File: src/rtl/pic_interrupt_sequencer_if.sv
// Signal bundle between the 8259-style PIC IRR/CPU side and the interrupt sequencer.
// The slave modport is the sequencer; the master modport is the surrounding PIC logic or bench.
interface pic_interrupt_sequencer_if;
  logic [7:0] irr;
  logic       inta_n;
  logic [4:0] vec_base;
  logic       aeoi_en;
  logic       rotate_en;
  logic       eoi_ns;
  logic       eoi_sp;
  logic [2:0] eoi_lvl;
  logic       int_o;
  logic       freeze;
  logic [7:0] clear_interrupt_request;
  logic [7:0] isr;
  logic [7:0] data_out;
  logic       data_oe;

  modport master (
    output irr, inta_n, vec_base, aeoi_en, rotate_en, eoi_ns, eoi_sp, eoi_lvl,
    input  int_o, freeze, clear_interrupt_request, isr, data_out, data_oe
  );

  modport slave (
    input  irr, inta_n, vec_base, aeoi_en, rotate_en, eoi_ns, eoi_sp, eoi_lvl,
    output int_o, freeze, clear_interrupt_request, isr, data_out, data_oe
  );
endinterface

File: src/rtl/pic_interrupt_sequencer.sv
// Priority resolver, in-service register and two-pulse INTA sequencer for an 8259-style PIC.
// Latency: inta_n edge to output change is INTA_SYNC+1 clocks; int_o is registered.
// No backpressure: the CPU paces the handshake through inta_n, EOI strobes are taken every cycle.
module pic_interrupt_sequencer #(
  parameter int         INTA_SYNC = 2,
  parameter logic [2:0] LP_RESET  = 3'd7
) (
  input  logic                     clk,
  input  logic                     rst_n,
  pic_interrupt_sequencer_if.slave bus
);

  typedef enum logic [2:0] {S_IDLE, S_WAIT1, S_ACK1, S_WAIT2, S_ACK2} state_t;

  state_t r_state, w_state_nxt;

  logic [INTA_SYNC-1:0] r_sync;
  logic                 r_inta_q;
  logic                 w_fall, w_rise;

  logic [7:0] r_isr, w_isr_nxt;
  logic [2:0] r_lp, w_lp_nxt;
  logic [2:0] r_lvl;
  logic       r_spur;
  logic       r_int, r_freeze, r_oe;
  logic [7:0] r_clr, r_dout;

  logic       w_win_vld, w_ceil_vld, w_elig;
  logic [2:0] w_win, w_ceil, w_win_rank, w_ceil_rank;
  logic       w_ack1, w_ack2, w_done;

  always_ff @(posedge clk or negedge rst_n) begin
    if (!rst_n) begin
      r_sync   <= '1;
      r_inta_q <= 1'b1;
    end else begin
      r_sync   <= {r_sync[INTA_SYNC-2:0], bus.inta_n};
      r_inta_q <= r_sync[INTA_SYNC-1];
    end
  end

  assign w_fall = r_inta_q & ~r_sync[INTA_SYNC-1];
  assign w_rise = ~r_inta_q & r_sync[INTA_SYNC-1];

  // Scan from lowest to highest priority so the last hit is the highest-priority one.
  always_comb begin
    logic [2:0] v_idx;
    w_win_vld   = 1'b0;
    w_win       = 3'd0;
    w_win_rank  = 3'd0;
    w_ceil_vld  = 1'b0;
    w_ceil      = 3'd0;
    w_ceil_rank = 3'd0;
    v_idx       = 3'd0;
    for (int k = 7; k >= 0; k--) begin
      v_idx = r_lp + 3'(k + 1);
      if (bus.irr[v_idx]) begin
        w_win_vld  = 1'b1;
        w_win      = v_idx;
        w_win_rank = 3'(k);
      end
      if (r_isr[v_idx]) begin
        w_ceil_vld  = 1'b1;
        w_ceil      = v_idx;
        w_ceil_rank = 3'(k);
      end
    end
  end

  assign w_elig = w_win_vld && (!w_ceil_vld || (w_win_rank < w_ceil_rank));

  always_ff @(posedge clk or negedge rst_n) begin
    if (!rst_n) r_state <= S_IDLE;
    else        r_state <= w_state_nxt;
  end

  always_comb begin
    w_state_nxt = r_state;
    w_ack1      = 1'b0;
    w_ack2      = 1'b0;
    w_done      = 1'b0;
    case (r_state)
      S_IDLE:  if (w_elig) w_state_nxt = S_WAIT1;
      S_WAIT1: if (w_fall) begin w_state_nxt = S_ACK1;  w_ack1 = 1'b1; end
      S_ACK1:  if (w_rise) w_state_nxt = S_WAIT2;
      S_WAIT2: if (w_fall) begin w_state_nxt = S_ACK2;  w_ack2 = 1'b1; end
      S_ACK2:  if (w_rise) begin w_state_nxt = S_IDLE;  w_done = 1'b1; end
      default: w_state_nxt = S_IDLE;
    endcase
  end

  // EOI acts on the pre-set ISR; the INTA1 set and AEOI clear are layered on top.
  always_comb begin
    w_isr_nxt = r_isr;
    w_lp_nxt  = r_lp;
    if (bus.eoi_sp) begin
      w_isr_nxt[bus.eoi_lvl] = 1'b0;
    end else if (bus.eoi_ns && w_ceil_vld) begin
      w_isr_nxt[w_ceil] = 1'b0;
      if (bus.rotate_en) w_lp_nxt = w_ceil;
    end
    if (w_ack1 && w_elig) w_isr_nxt[w_win] = 1'b1;
    if (w_done && bus.aeoi_en && !r_spur) begin
      w_isr_nxt[r_lvl] = 1'b0;
      if (bus.rotate_en) w_lp_nxt = r_lvl;
    end
  end

  always_ff @(posedge clk or negedge rst_n) begin
    if (!rst_n) begin
      r_isr    <= 8'h00;
      r_lp     <= LP_RESET;
      r_lvl    <= 3'd0;
      r_spur   <= 1'b0;
      r_int    <= 1'b0;
      r_freeze <= 1'b0;
      r_oe     <= 1'b0;
      r_clr    <= 8'h00;
      r_dout   <= 8'h00;
    end else begin
      r_isr <= w_isr_nxt;
      r_lp  <= w_lp_nxt;
      r_int <= w_elig && ((w_state_nxt == S_IDLE) || (w_state_nxt == S_WAIT1));
      r_clr <= (w_ack1 && w_elig) ? (8'h01 << w_win) : 8'h00;
      if (w_ack1) begin
        r_freeze <= 1'b1;
        r_lvl    <= w_elig ? w_win : 3'd7;
        r_spur   <= !w_elig;
      end
      if (w_ack2) begin
        r_dout <= {bus.vec_base, r_lvl};
        r_oe   <= 1'b1;
      end
      if (w_done) begin
        r_dout   <= 8'h00;
        r_oe     <= 1'b0;
        r_freeze <= 1'b0;
      end
    end
  end

  assign bus.int_o                   = r_int;
  assign bus.freeze                  = r_freeze;
  assign bus.clear_interrupt_request = r_clr;
  assign bus.isr                     = r_isr;
  assign bus.data_out                = r_dout;
  assign bus.data_oe                 = r_oe;

endmodule

File: src/flat_wrapper.sv
// flat-port wrapper written by rule: the top's interface ports become plain ports
module pic_interrupt_sequencer_flat 
#(
  parameter int         INTA_SYNC = 2,
  parameter logic [2:0] LP_RESET  = 3'd7
)
  (clk, rst_n, bus_irr, bus_inta_n, bus_vec_base, bus_aeoi_en, bus_rotate_en, bus_eoi_ns, bus_eoi_sp, bus_eoi_lvl, bus_int_o, bus_freeze, bus_clear_interrupt_request, bus_isr, bus_data_out, bus_data_oe);
  pic_interrupt_sequencer_if bus_i ();
  input  logic clk;
  input  logic rst_n;
  input wire logic [$bits(bus_i.irr)-1:0] bus_irr;
  input wire logic [$bits(bus_i.inta_n)-1:0] bus_inta_n;
  input wire logic [$bits(bus_i.vec_base)-1:0] bus_vec_base;
  input wire logic [$bits(bus_i.aeoi_en)-1:0] bus_aeoi_en;
  input wire logic [$bits(bus_i.rotate_en)-1:0] bus_rotate_en;
  input wire logic [$bits(bus_i.eoi_ns)-1:0] bus_eoi_ns;
  input wire logic [$bits(bus_i.eoi_sp)-1:0] bus_eoi_sp;
  input wire logic [$bits(bus_i.eoi_lvl)-1:0] bus_eoi_lvl;
  output wire logic [$bits(bus_i.int_o)-1:0] bus_int_o;
  output wire logic [$bits(bus_i.freeze)-1:0] bus_freeze;
  output wire logic [$bits(bus_i.clear_interrupt_request)-1:0] bus_clear_interrupt_request;
  output wire logic [$bits(bus_i.isr)-1:0] bus_isr;
  output wire logic [$bits(bus_i.data_out)-1:0] bus_data_out;
  output wire logic [$bits(bus_i.data_oe)-1:0] bus_data_oe;
  assign bus_i.irr = bus_irr;
  assign bus_i.inta_n = bus_inta_n;
  assign bus_i.vec_base = bus_vec_base;
  assign bus_i.aeoi_en = bus_aeoi_en;
  assign bus_i.rotate_en = bus_rotate_en;
  assign bus_i.eoi_ns = bus_eoi_ns;
  assign bus_i.eoi_sp = bus_eoi_sp;
  assign bus_i.eoi_lvl = bus_eoi_lvl;
  assign bus_int_o = bus_i.int_o;
  assign bus_freeze = bus_i.freeze;
  assign bus_clear_interrupt_request = bus_i.clear_interrupt_request;
  assign bus_isr = bus_i.isr;
  assign bus_data_out = bus_i.data_out;
  assign bus_data_oe = bus_i.data_oe;
  pic_interrupt_sequencer #(.INTA_SYNC(INTA_SYNC), .LP_RESET(LP_RESET)) u_core (.clk(clk), .rst_n(rst_n), .bus(bus_i));
endmodule
File: config.mk
export PLATFORM = sky130hd
export DESIGN_NAME = pic_interrupt_sequencer_flat
export DESIGN_NICKNAME = d
export VERILOG_FILES = /design/src/rtl/pic_interrupt_sequencer_if.sv /design/src/rtl/pic_interrupt_sequencer.sv /design/src/flat_wrapper.sv
export SDC_FILE = /design/constraint.sdc
export NUM_CORES = 1
export LEC_CHECK = 0
export ABC_AREA = 1
export CAP_MARGIN = 10
export CORE_ASPECT_RATIO = 1.1
export CORE_MARGIN = 2
export CORE_UTILIZATION = 55
export CTS_CLUSTER_SIZE = 40
export DETAILED_ROUTE_END_ITERATION = 12
export HOLD_SLACK_MARGIN = 0.05
export PLACE_DENSITY_LB_ADDON = 0.08
export SYNTH_ARGS = -nofsm -noshare
export SYNTH_HDL_FRONTEND = slang
export SYNTH_SLANG_ARGS = --single-unit
File: constraint.sdc
create_clock -name clk -period 4.1 [get_ports clk]
set_input_delay 0.82 -clock clk [delete_from_list [all_inputs] [get_ports clk]]
set_output_delay 0.82 -clock clk [all_outputs]
set_load 0.005 [all_outputs]
# Word level (Yosys, flattened, before mapping)
# Index checks and enable logic that the tools add are counted.
# op_classes
n_reduce_logical,19
n_shift,1
add_sub_neg,7
n_eq_ne,5
n_bitwise,11
n_lt_le_gt_ge,17
n_mux,116
# ops
operator,count
$mux 3,43
$mux 8,7
$bmux 1 s3,16
$lt 3x4->1 const B,12
$mux 1,45
$and 8x8->8,3
$not 8->8,3
$pmux 3 s5,1
$add 3x3->3 const B,4
$demux 1 s3,4
$ge 3x1->1 const B,4
$logic_and 1x1->1,10
$or 8x8->8,1
$shl 1x3->8 const A,1
$add 3x2->3 const B,2
$eq 3x1->1 const B,2
$eq 3x2->1 const B,2
$logic_not 3->1,2
$reduce_bool 2->1,2
$add 3x1->3 const B,1
$eq 3x3->1 const B,1
$logic_not 1->1,3
$lt 3x3->1,1
$and 1x1->1,2
other kinds (2),4
# totals
input_bits,23
ff_bits,40

# Longest topological paths before layout
# depth
word_depth,22
ltp_mapped,24

# Worst setup path before layout
# Ideal clock, no wire load.
# synth_path
kind,reg2reg
from,register u_core.r_lp[1]
to,"register u_core.r_clr[3], in the netlist u_core.bus.clear_interrupt_request[3]"
arrival_time_ns,2.914
slack_ns,1.114
t_required_ns,4.028
path_stages_with_launch,21
path_buffers,2
cell_sequence,dfstp_2 inv_2 buf_6 ha_1 inv_2 buf_2 nand3_1 nand3_1 nand2_1 nor4_1 nor4_1 ha_1 nand2_1 inv_1 nand2_1 nand2_1 nand2_2 nand3_4 inv_4 nand2_2 nor2_1
# synth_via
elab_chain_cells,15
elab_cells_between_ends,86
classes_between,add/sub: 7; order compare: 1; shift: 1; mux: 73; reduce/logical: 4
# synth_lines
item,line_no,text
"start, declared",pic_interrupt_sequencer.sv:22,"logic [2:0] r_lp, w_lp_nxt;"
"start signal, assigned",pic_interrupt_sequencer.sv:122,r_lp <= w_lp_nxt;
$add 3x3->3 (tied with other cells),pic_interrupt_sequencer.sv:56,v_idx = r_lp + 3'(k + 1);
$bmux 1 s3 (tied with other cells),pic_interrupt_sequencer.sv:57,if (bus.irr[v_idx]) begin
$mux 1 (implied by the code) (tied with other cells),pic_interrupt_sequencer.sv:57,
$mux 3 (tied with other cells) (7 in a row),pic_interrupt_sequencer.sv:57,
$lt 3x3->1 / $logic_not 1->1 (equally long branches),pic_interrupt_sequencer.sv:70,assign w_elig = w_win_vld && (!w_ceil_vld || (w_win_rank < w_ceil_rank));
$logic_or 1x1->1,pic_interrupt_sequencer.sv:70,
$logic_and 1x1->1,pic_interrupt_sequencer.sv:70,
$logic_and 1x1->1,pic_interrupt_sequencer.sv:124,r_clr <= (w_ack1 && w_elig) ? (8'h01 << w_win) : 8'h00;
$mux 8 (*),pic_interrupt_sequencer.sv:124,
"end signal, assigned",pic_interrupt_sequencer.sv:124,
"end, declared",pic_interrupt_sequencer.sv:26,"logic [7:0] r_clr, r_dout;"
# Mark *: on every way between the ends. The rest lies on a longest branch, timed or not. The select of a mux whose other input is x is not followed.
# A chain may end at the register's enable or synchronous reset.

# Worst setup path after layout
# layout_path
from,register u_core.r_lp[1]
to,"register u_core.r_clr[5], in the netlist u_core.bus.clear_interrupt_request[5]"
# Same word-level chain as after synthesis.

==> impl_metrics.tcl <==
set metrics [dict create \
    dp_hpwl_mm 6.72 \
    ys_seq_area_share_pct 32.0 \
    io_buffers 49 \
    r2r-start "u_core.r_lp[1]" \
    wl_met1_mm 3.51 \
    synth_compound_gate_area_share_pct 10.7 \
    area_delta_synth_final_pct 19.6 \
    syn_avg_cell_area_um2 6.46 \
    antenna_cells 0 \
    worstSetupPathType "flop to flop" \
    cts.path.max_buffers 2 \
    gp_congestion 0.963 \
    synth_top_family_by_area "simple AND/OR/NAND/NOR gates" \
    synth_fa_ha_area_share_pct 1.59 \
    maxSlewViolCount 0 \
    slew_headroom_pct 41.5 \
    antenna_found_initial 0 \
    drt-total-wl_mm 8.75 \
    firstDrtPassIters 5 \
    synth_warnings 0 \
    arrival_ps 3920 \
    hold_buffers 0 \
    top_layer_used "met4" \
    avgRoutedWirePerCell_um 14.3 \
    max_slew.worst_pin.slew_ps 877 \
    synthFlopType "dfrtp_1" \
    cts_buffers 5 \
    clk_pin_slew_ps 70 \
    dieWidth_um 76.1 \
    cp.required_ps 4330 \
    drv_cap 0 \
    hold_depth 0 \
    dieArea_um2 6350 \
    yosysTopAreaCell "dfrtp_1" \
    drt_iter0_markers 218 \
    grt_util_all_layers_pct 28.4 \
    die_y_um 83.3 \
    tritoncts "done" \
    worstRegToRegCells 17 \
    drc 0 \
    ant_nets 0 \
    min_period_ps 3690 \
    final_hold_viol_count 0 \
    crit_chain "inv_2 > ha_1 > inv_2 > nand3_1 > nand3_1 > nand2_1 > nor2_1 > inv_1 > nor4_1 > ha_1 > a21oi_1 > nand2_1 > nand2_2 > nand3_4 > inv_4 > nand2_2 > nor2_1" \
    grt_pass1_wl_mm 14.6 \
    synth-edff-count 0 \
    synth_seq_cells 40 \
    grt_max_degree 41 \
    synth.area.top_cells "dfrtp_1 (27%), nand2_1 (17%), nand3_1 (12%), inv_1 (7.6%), dfstp_2 (5.0%)" \
    fin_skew_ps 6.63 \
    drive_above_1_share_pct 9.89 \
    yosys.area_share.xor_xnor_pct 1.03 \
    cts_max_level 2 \
    start_util_pct 57.6 \
    r2r_end "u_core.bus.clear_interrupt_request[5]" \
    cts-root-buf "clkbuf_8" \
    postCtsSetupBuffers 0 \
    synth_top_area_share_pct 27.0 \
    fin_tns_setup_ps 0 \
    synth.area.mux_share_pct 0 \
    synthesis.nets 514 \
    async_flop_share_pct 100 \
    synthCells 487 \
    nets 562 \
    worstSetupEndpointType "flop" \
    ioPinCount 50 \
    setup-violations-final 0 \
    wl_met3_um 469 \
    grt.overflow.total 0 \
    rsz0062_at_grt "no" \
    hold_slack_ps 358 \
    grt_pass1_vias 3374 \
    ctsResizeCount 0 \
    core.rowCount 28 \
    clock.fmax_ghz 0.271 \
    worst_path_max_delay_cell "dfstp_2" \
    finalCritPeriodShare_pct 90.1 \
    routed-wl-met2_mm 4.41 \
    worst_path_largest_cell_delay_ps 740 \
    hold_class "flop to flop" \
    syn-cell-area_um2 3150 \
    crit_path_max_fanout 15 \
    vias_per_cell 5.60 \
    worstHoldStart "u_core.r_sync[0]" \
    status "complete, no violations" \
    min_to "u_core.r_sync[1]" \
    yosysUniqueCellTypes 34 \
    core_area_um2 5470 \
    synth-simple-area-share_pct 43.1 \
    cts.sinks 40 \
    reg2reg_slack_ps 410 \
    vias 3419 \
    clk_latency_ps 300 \
    start_kind "flop" \
]
==> cells in the final DEF (no fill, tap or decap), drive strengths merged, types with 4 or more instances in the layout <==
cell type      synthesis  layout
a31oi                  6       6
dfstp                  6       6
nand4                  9       9
nand3                 83      83
clkdlybuf4s50          0      48
a21oi                 16      16
o22ai                  8       8
o21ai                 17      17
inv                   76      76
nor2                  38      38
dfrtp                 34      34
o21bai                 6       6
ha                     4       4
clkbuf                 1       6
nand2                158     158
==> final cells by class <==
| class | instances | area, um^2 |
|---|---|---|
| inverters | 76 | 288 |
| clock buffers | 6 | 72.6 |
| repair buffers | 50 | 493 |
| fillers | 508 | 1700 |
| multi-input cells | 362 | 1770 |
| flip-flops and latches | 40 | 1010 |
| well taps | 75 | 93.8 |
| clock inverters | 2 | 35.0 |
==> sequential cells by signal, summed over array words and instances (netlist names) <==
signal	count
u_core.bus.clear_interrupt_request	8
u_core.bus.data_oe	1
u_core.bus.data_out	8
u_core.bus.freeze	1
u_core.bus.int_o	1
u_core.bus.isr	8
u_core.r_inta_q	1
u_core.r_lp	3
u_core.r_lvl	3
u_core.r_spur	1
u_core.r_state	3
u_core.r_sync	2
==> how the worst max path moves through the flow <==
stage	start	endpoint	slack, ps
detailed placement	u_core.r_lp[1]	u_core.bus.clear_interrupt_request[5]	480
global route	u_core.r_lp[1]	u_core.bus.clear_interrupt_request[5]	70
global placement	u_core.r_lp[1]	u_core.bus.clear_interrupt_request[1]	570
CTS	u_core.r_lp[1]	u_core.bus.clear_interrupt_request[5]	460
floorplan	u_core.r_lp[1]	u_core.bus.clear_interrupt_request[3]	1110
finish	u_core.r_lp[1]	u_core.bus.clear_interrupt_request[5]	410
==> worst max-delay path, delay by kind of cell, from the launching register on <==
family | cells | cell delay (ps)
AOI/OAI and AO/OA | 1 | 130
adders and majority gates | 2 | 780
buffers and inverters | 4 | 660
DFF | 1 | 740
and+or+nand+nor | 10 | 1320
==> cells in the mapped netlist (8+ instances only) <==
cell type	number
nand4_1	9
inv_2	11
o21ai_0	11
nand2_2	12
dfrtp_1	34
o22ai_1	8
nand2_1	146
nand3_2	9
inv_1	64
nor2_1	37
nand3_1	73
a21oi_1	16
==> through the flow <==
| step | setup WS, ps | util (%) | area (um^2) | cells |
|---|---|---|---|---|
| 6_report | 405 | 68.9 | 3760 | 611 |
| 3_5_place_dp | 479 | 66.9 | 3660 | 603 |
| 3_3_place_gp | 573 | 66.9 | 3660 | 603 |
| 5_1_grt | 65.7 | 68.9 | 3760 | 611 |
| 4_1_cts | 455 | 68.9 | 3760 | 611 |
| 2_1_floorplan | 1110 | - | 3150 | 487 |
==> logic make-up (layout without fill, tap and decap cells) <==
family	after synthesis	after routing
xor gates and xnor gates	2	2
DFF	40	40
adders and majority gates	4	4
and+or+nand+nor	298	298
buffers and inverters	85	134
AOI/OAI and AO/OA	58	58
==> per-layer routing <==
| layer | vias up | track usage, % |
|---|---|---|
| met5 | - | 0 |
| met1 | 1565 | 32.5 |
| met3 | 33 | 3.15 |
| met4 | 0 | 16.4 |
| met2 | 139 | 51.1 |
| li1 | 1682 | - |
Power is left out: the tool's default activity adds up to more than one toggle a clock period on the data nets, which glitch-free logic cannot reach.
